`src/rtl/paddle_sched.sv`:
```
// Two-player paddle/pot scheduler: per frame, each player loads a line count from
// the selected input source and raises its pot-comparator input once it expires.
module paddle_sched #(
  parameter int STEP_SLOW = 5,
  parameter int STEP_FAST = 8,
  parameter int CENTER    = 128
) (
  input  logic        clk_sys,
  input  logic        reset,
  input  logic        vs,
  input  logic        hs,
  input  logic        speed,
  input  logic [1:0]  p1_mode,
  input  logic [1:0]  p2_mode,
  input  logic        p1_invert,
  input  logic        p2_invert,
  input  logic        p1_up,
  input  logic        p1_down,
  input  logic        p2_up,
  input  logic        p2_down,
  input  logic [15:0] analog_0,
  input  logic [15:0] analog_1,
  input  logic [7:0]  paddle_0,
  input  logic [7:0]  paddle_1,
  input  logic        practice,
  output logic        lp_in,
  output logic        rp_in
);

  localparam logic [1:0] ST_WAIT  = 2'd0;
  localparam logic [1:0] ST_COUNT = 2'd1;
  localparam logic [1:0] ST_HOLD  = 2'd2;

  localparam logic [8:0] STEP_SLOW_V = 9'(STEP_SLOW);
  localparam logic [8:0] STEP_FAST_V = 9'(STEP_FAST);
  localparam logic [8:0] CENTER_V    = 9'(CENTER);

  // Analog bytes are signed; flipping the MSB maps them onto an unsigned line count.
  function automatic logic [7:0] src_sel(input logic [1:0] mode, input logic inv,
                                         input logic [8:0] pos, input logic [15:0] a,
                                         input logic [7:0] pad);
    logic [7:0] v;
    case (mode)
      2'd0:    v = pos[7:0];
      2'd1:    v = {~a[15], a[14:8]};
      2'd2:    v = {~a[7], a[6:0]};
      2'd3:    v = pad;
      default: v = 8'h00;
    endcase
    return inv ? (v ^ 8'hFF) : v;
  endfunction

  function automatic logic [8:0] pos_next(input logic [8:0] pos, input logic up,
                                          input logic down, input logic [8:0] step);
    logic [9:0] sum;
    sum = {1'b0, pos} + {1'b0, step};
    if (down) begin
      return (sum > 10'd255) ? 9'd255 : sum[8:0];
    end else if (up) begin
      return (pos < step) ? 9'd0 : (pos - step);
    end else begin
      return pos;
    end
  endfunction

  logic        vs_q, hs_q;
  logic        vs_rise_s, hs_rise_s;
  logic [8:0]  step_s;
  logic [1:0]  mode_s   [2];
  logic        inv_s    [2];
  logic        up_s     [2];
  logic        down_s   [2];
  logic [15:0] analog_s [2];
  logic [7:0]  paddle_s [2];
  logic [7:0]  sel_s    [2];
  logic [1:0]  state_q  [2];
  logic [1:0]  state_d  [2];
  logic [8:0]  cnt_q    [2];
  logic [8:0]  cnt_d    [2];
  logic [8:0]  pos_q    [2];
  logic [8:0]  pos_d    [2];

  assign vs_rise_s = vs & ~vs_q;
  assign hs_rise_s = hs & ~hs_q;
  assign step_s    = speed ? STEP_FAST_V : STEP_SLOW_V;

  assign mode_s[0]   = p1_mode;
  assign mode_s[1]   = p2_mode;
  assign inv_s[0]    = p1_invert;
  assign inv_s[1]    = p2_invert;
  assign up_s[0]     = p1_up;
  assign up_s[1]     = p2_up;
  assign down_s[0]   = p1_down;
  assign down_s[1]   = p2_down;
  assign analog_s[0] = analog_0;
  assign analog_s[1] = analog_1;
  assign paddle_s[0] = paddle_0;
  assign paddle_s[1] = paddle_1;

  // Per-player next state; a frame start overrides any same-cycle line pulse.
  always_comb begin
    for (int i = 0; i < 2; i++) begin
      sel_s[i]   = src_sel(mode_s[i], inv_s[i], pos_q[i], analog_s[i], paddle_s[i]);
      state_d[i] = state_q[i];
      cnt_d[i]   = cnt_q[i];
      pos_d[i]   = pos_q[i];
      if (vs_rise_s) begin
        cnt_d[i]   = {1'b0, sel_s[i]};
        state_d[i] = (sel_s[i] == 8'd0) ? ST_HOLD : ST_COUNT;
        if (mode_s[i] == 2'd0) begin
          pos_d[i] = pos_next(pos_q[i], up_s[i], down_s[i], step_s);
        end else begin
          pos_d[i] = pos_q[i];
        end
      end else if (hs_rise_s && (state_q[i] == ST_COUNT)) begin
        if (cnt_q[i] <= 9'd1) begin
          cnt_d[i]   = 9'd0;
          state_d[i] = ST_HOLD;
        end else begin
          cnt_d[i]   = cnt_q[i] - 9'd1;
          state_d[i] = ST_COUNT;
        end
      end else begin
        state_d[i] = state_q[i];
      end
    end
  end

  // State, count, position and sync-history registers.
  always_ff @(posedge clk_sys or negedge reset) begin
    if (!reset) begin
      vs_q <= 1'b0;
      hs_q <= 1'b0;
      for (int i = 0; i < 2; i++) begin
        state_q[i] <= ST_WAIT;
        cnt_q[i]   <= 9'd0;
        pos_q[i]   <= CENTER_V;
      end
    end else begin
      vs_q <= vs;
      hs_q <= hs;
      for (int i = 0; i < 2; i++) begin
        state_q[i] <= state_d[i];
        cnt_q[i]   <= cnt_d[i];
        pos_q[i]   <= pos_d[i];
      end
    end
  end

  assign lp_in = (state_q[0] == ST_HOLD);
  assign rp_in = practice ? lp_in : (state_q[1] == ST_HOLD);

endmodule

```
`config.mk`:
```
export PLATFORM = sky130hd
export DESIGN_NAME = paddle_sched
export DESIGN_NICKNAME = d
export VERILOG_FILES = /design/src/rtl/paddle_sched.sv
export SDC_FILE = /design/constraint.sdc
export NUM_CORES = 1
export LEC_CHECK = 0
export ABC_AREA = 0
export CORE_ASPECT_RATIO = 1.2
export CORE_UTILIZATION = 25
export DETAILED_ROUTE_END_ITERATION = 8
export SYNTH_ARGS = -nofsm -noshare
export SYNTH_HDL_FRONTEND = slang
export SYNTH_SLANG_ARGS = --single-unit
export TNS_END_PERCENT = 50
```
`constraint.sdc`:
```
create_clock -name clk_sys -period 2.05 [get_ports clk_sys]
set_clock_uncertainty 0.05 [all_clocks]
set_input_delay 0.41 -clock clk_sys [delete_from_list [all_inputs] [get_ports clk_sys]]
set_output_delay 0.41 -clock clk_sys [all_outputs]
set_load 0.01 [all_outputs]
```
# Word level (Yosys, flattened, before mapping)

Cells that the tools add are included.
Widths: inputs -> output; s select.

Register bits after elaboration: 42
Input port bits: 64
Output and inout bits: 2
Word-level logic and storage cells: 80

$add $sub $neg: 6
Magnitude comparators: 6
Eq/ne operators: 10
Mux-type cells: 28
Bitwise operators: 10
Reductions and logical operators: 12

Operators with widths:

| cell                | number |
|---|---|
| $mux 9              | 14 |
| $pmux 8 s4          | 2 |
| $add 9x4->10        | 2 |
| $gt 10x8->1 const B | 2 |
| $le 9x1->1 const B  | 2 |
| $lt 9x4->1          | 2 |
| $sub 9x1->9 const B | 2 |
| $sub 9x4->9         | 2 |
| $logic_not 8->1     | 2 |
| $mux 2              | 8 |
| $mux 8              | 2 |
| $not 8->8           | 2 |
| $eq 2x2->1 const B  | 6 |
| $eq 2x1->1 const B  | 4 |
| $reduce_bool 2->1   | 4 |
| $not 1->1           | 6 |
| $reduce_and 3->1    | 2 |
| $logic_not 2->1     | 2 |
| $mux 4              | 1 |
| $and 1x1->1         | 2 |
| $logic_and 1x1->1   | 2 |
| $mux 1              | 1 |

# Logic depth before layout (Yosys ltp)

Word-level depth: 7
Depth in mapped cells: 10
Gate-level depth less buffers: 9

# Worst setup path before layout

Ideal clock, no wire load.

Kind: in2reg
Start point: input port speed
End point: register pos_q[15] in the netlist's numbering
Library setup time: 126 ps
Arrival: 2,191 ps
Data required time: 1,874 ps
Setup slack: -317 ps
Stages on the path: 10
Path buffers: 2
Cell sequence: inv_1 ha_1 buf_2 a31oi_1 o21bai_1 nor4_1 or3_1 clkbuf_1 nor2_1 a221o_1

Cells in the longest elaborated chain, start to end: 5
Elaborated cells between the ends (all ways): 9
Classes of those cells: add/sub (2); order compare (2); mux (5)

RTL lines:

| item                                  | RTL line | RTL |
|---|---|---|
| start, declared                       | 12       | `input logic speed,` |
| $mux 4 *                              | 85       | `assign step_s = speed ? STEP_FAST_V : STEP_SLOW_V;` |
| $add 9x4->10 (tied with other cells)  | 56       | `sum = {1'b0, pos} + {1'b0, step};` |
| $gt 10x8->1 or $mux 9 (tied branches) | 58, 60   |  |
| $mux 9, on equally long branches      | 58, 59   |  |
| $mux 9 *                              | 57       | `if (down) begin` |
| end signal, assigned by index         | 145      | `pos_q[i] <= pos_d[i];` |
| end, declared                         | 80       | `logic [8:0] pos_q [2];` |

Mark *: on every way between the ends. The rest lies on a longest branch, timed or not. The select of a mux whose other input is x is not followed.
A chain may end at the register's enable or synchronous reset.

# Worst setup path after layout

Start point: input port speed
End point: register pos_q[6] in the netlist's numbering

Same word-level chain as after synthesis.

==> run metrics <==
outcome=complete, but fails checks; failing checks=setup timing; highest signal layer in the routed design=met4; number of warning messages in the yosys log=0; area share of the largest cell type after synthesis=26.8%; slowest stage cell, crit path=sky130_fd_sc_hd__a211o_1; routed length on met1=5.27 mm; Post-synth EDFFs=0; Required @ worst endpoint=2.15 ns; number of H-tree branching levels=2; mapped cell area=3730 um^2; wire length per cell after detailed routing=15.9 um; post-DP HPWL=9.61 mm; total via count after detailed routing=4218; timing-limited maximum frequency=0.472 GHz; die span in x=114 um; Global Route Usage Sum=16.6%; synthesized netlist cell count=429; post-layout total power=5.19 mW; Worst IR Drop VDD=364 uV; Critical Path Fanout Max=4; height of the chip=136 um; number of placed instances, taps included=774; deepest clock path buffer count=2; final antenna-violating net count=0; relative contribution of sequential cells to total power=26.1%; Clock transition at path regs=0.06 ns; post-route standard cell area excluding fillers=6330 um^2; Avg Synthesized Cell Area=8.69 um^2; sinks on the clock net=42; part of the total power dissipated in combinational logic=58.1%; floorplan row count=48; Synthesized Nets=513; crit path setup slack, layout=-0.0694 ns; final worst path period need=2.12 ns; cell-by-cell listing of the critical path=buf_8 -> clkinvlp_4 -> buf_4 -> buf_4 -> ha_4 -> a211o_1 -> o41ai_4 -> o31ai_4 -> and2_4 -> o21ai_2 -> nand3_1; Post-Layout Cell Count=817; Area growth, synth to finish=69.6%; DRC viols=0; cell at the root of the clock tree=sky130_fd_sc_hd__clkbuf_16; Int Pwr=3.15 mW; final number of hold-violating endpoints=0; Worst path most repeated cell=sky130_fd_sc_hd__buf_4; peak per-stage delay on the critical path=0.30 ns; Remaining Overflow, GRT=0; proportion of synthesized flip-flops having asynchronous set or reset=100%; core footprint=14500 um^2; CTS hold repair buffers=0; library cell occupying the most area in the post-synthesis netlist=sky130_fd_sc_hd__dfrtp_1; clock insertion delay at the later pin of the skew report=0.29 ns; capturing element type of the critical path=flip-flop; last weighted congestion value of the routability-driven placer=0.892; router iterations before antenna repair=5; RSZ-0062 raised after global routing=true; Sw Ratio=39.3%; # IOs=66; global-route wire length before repair=20.5 mm; total leakage power=2.60 nW; via count of the first global-routing pass=4380; Synth area leaders=sky130_fd_sc_hd__dfrtp_1 27%, sky130_fd_sc_hd__mux4_2 7.2%, sky130_fd_sc_hd__ha_1 6.7%; critical path startpoint category=input pin; pin count of the biggest net entering global routing=43; drt initial violations=307; met2 wire len=6.90 mm; count of state elements after synthesis=42; end-of-flow core utilization=43.7%; CTS tree=built; share of post-route cells with drive strength above 1=42.1%; number of antenna violations at the first check in global routing=0; Vias per Instance=5.16; placed cell area=5410 um^2; Max Transition Viols Final=0; DRT Wirelength=13.0 mm; ratio of final minimum period to clock period=103%; signal arrival time at the worst endpoint=2.22 ns; full die area=15400 um^2; ant diodes=0; Slew @ Worst Pin=0.644 ns; critical path class=in2reg; worst slew margin relative to its limit=56.7%; input/output buffers=65; cts bufs inserted=5; number of buffer and inverter instances along the worst setup path=4; most used flip-flop cell after synthesis=sky130_fd_sc_hd__dfrtp_1; distinct cell type count of the synthesized netlist=63; pwr dens=820 nW/um^2; routed length on met3=433 um; Final Setup Violations=11; number of max-capacitance violations reported=0; part of the total power dissipated in the clock network=15.8%; worst min-delay path class=in2async; sequential element share of the synthesized area=28.2%; P_sw=2.04 mW; delay-heaviest family, CP=compound AO/OA/AOI/OAI gates; final-stage net count=700; starting density of the core=25.8%
==> repair_timing <==
item | in CTS | in global routing
pin swaps | 32 | 25
setup endpoints to repair | 26 | 27
resized for setup | 103 | 55
setup buffers | 23 | 12
==> worst reg2reg max path, delay by kind of cell, from the launching register on <==
kind               cells  cell delay, ns
AOI/OAI and AO/OA      3            0.49
DFF                    1            0.46
muxes                  1            0.48
and+or+nand+nor        1            0.49
==> area by class of cell <==
| type | count | area (um^2) |
|---|---|---|
| fillers | 1346 | 8150 |
| clock buffers | 6 | 139 |
| multi-input cells | 336 | 3040 |
| repair buffers | 206 | 1730 |
| flip-flops and latches | 42 | 1060 |
| well taps | 200 | 250 |
| clock inverters | 2 | 12.5 |
| inverters | 25 | 97.6 |
==> stage by stage <==
step / hold WS (ns) / setup WS (ns) / setup TNS, ns
after floorplan: 0.0644 / -0.106 / -0.970
final: 0.140 / -0.0694 / -0.384
after CTS: 0.166 / -0.0272 / -0.127
after global routing: 0.189 / -0.141 / -1.22
after detailed placement: 0.474 / -0.945 / -21.18
after global placement: 0.466 / -0.799 / -19.47
==> synthesized netlist by cell type (9+ instances only) <==
master,n
sky130_fd_sc_hd__a21oi_1,26
sky130_fd_sc_hd__a31oi_1,12
sky130_fd_sc_hd__clkbuf_1,19
sky130_fd_sc_hd__dfrtp_1,40
sky130_fd_sc_hd__ha_1,20
sky130_fd_sc_hd__inv_1,25
sky130_fd_sc_hd__mux4_2,12
sky130_fd_sc_hd__nand2_1,34
sky130_fd_sc_hd__nand3_1,9
sky130_fd_sc_hd__nor2_1,29
sky130_fd_sc_hd__nor3_1,18
sky130_fd_sc_hd__o21ai_0,31
sky130_fd_sc_hd__xnor2_1,16
==> power groups by stage <==
| stage | clock [mW] | sequential (mW) | combinational, mW |
|---|---|---|---|
| after floorplan | 0 | 1.26 | 1.46 |
| after detailed placement | 0 | 1.33 | 2.39 |
| after CTS | 0.837 | 1.33 | 2.65 |
| after global routing | 0.872 | 1.38 | 3.26 |
| final | 0.817 | 1.35 | 3.01 |
| after global placement | 0 | 1.33 | 2.32 |
==> metal layers <==
metal,track usage (%),vias to the layer above
met5,0,-
met3,1.74,34
li1,-,1999
met2,31.0,116
met4,7.53,0
met1,18.9,2069
==> placed cells by master (no fill, tap or decap), types with 4 or more instances in the layout <==
cell type / count
sky130_fd_sc_hd__dfrtp_1: 37
sky130_fd_sc_hd__o221ai_1: 5
sky130_fd_sc_hd__buf_6: 11
sky130_fd_sc_hd__o21ai_0: 25
sky130_fd_sc_hd__ha_4: 10
sky130_fd_sc_hd__nor2_2: 4
sky130_fd_sc_hd__nor3_1: 14
sky130_fd_sc_hd__nor2_1: 25
sky130_fd_sc_hd__ha_1: 8
sky130_fd_sc_hd__a21oi_2: 8
sky130_fd_sc_hd__clkbuf_16: 5
sky130_fd_sc_hd__xor2_1: 7
sky130_fd_sc_hd__or4_4: 7
sky130_fd_sc_hd__nand3b_1: 4
sky130_fd_sc_hd__dlygate4sd2_1: 22
sky130_fd_sc_hd__nand2_1: 32
sky130_fd_sc_hd__clkdlybuf4s50_1: 37
sky130_fd_sc_hd__xnor2_1: 16
sky130_fd_sc_hd__a31oi_1: 8
sky130_fd_sc_hd__a22o_1: 5
sky130_fd_sc_hd__inv_1: 23
sky130_fd_sc_hd__nor2b_2: 4
sky130_fd_sc_hd__nor3_2: 4
sky130_fd_sc_hd__buf_4: 129
sky130_fd_sc_hd__a211o_1: 4
sky130_fd_sc_hd__nand3_1: 9
sky130_fd_sc_hd__nand2b_1: 4
sky130_fd_sc_hd__a21oi_1: 15
sky130_fd_sc_hd__o21bai_4: 5
sky130_fd_sc_hd__o21ai_1: 5
sky130_fd_sc_hd__o22ai_2: 5
sky130_fd_sc_hd__mux4_2: 14
==> path summary, 6_finish.rpt <==
| kind | startpoint | endpoint | slack (ns) | cells past startpoint |
|---|---|---|---|---|
| worst max-delay path | speed | pos_q[6] | -0.07 | 11 |
| worst min-delay path | reset | cnt_q[11] | 0.14 | 2 |
| worst max register to register | pos_q[2] | state_q[0] | -0.04 | 5 |
| worst min register to register | state_q[0] | state_q[0] | 0.49 | 1 |
| max in group asynchronous | reset | pos_q[3] | 1.39 | 2 |
| min in group clk_sys | state_q[0] | state_q[0] | 0.49 | 1 |
==> registers in the layout (all words and copies together), names as in the netlist <==
| name | cells |
|---|---|
| hs_q | 1 |
| pos_q | 18 |
| state_q | 4 |
| vs_q | 1 |
| cnt_q | 18 |
==> logic make-up after synthesis <==
| family | count (synthesis) | synth area share, % |
|---|---|---|
| compound gates | 137 | 24.6 |
| xor+xnor | 23 | 5.40 |
| fa+ha+maj | 20 | 6.71 |
| buf+inv | 51 | 5.67 |
| flops | 42 | 28.2 |
| mux | 18 | 10.6 |
| simple gates | 138 | 18.8 |
No activity file was read; power rests on OpenSTA's default activity.
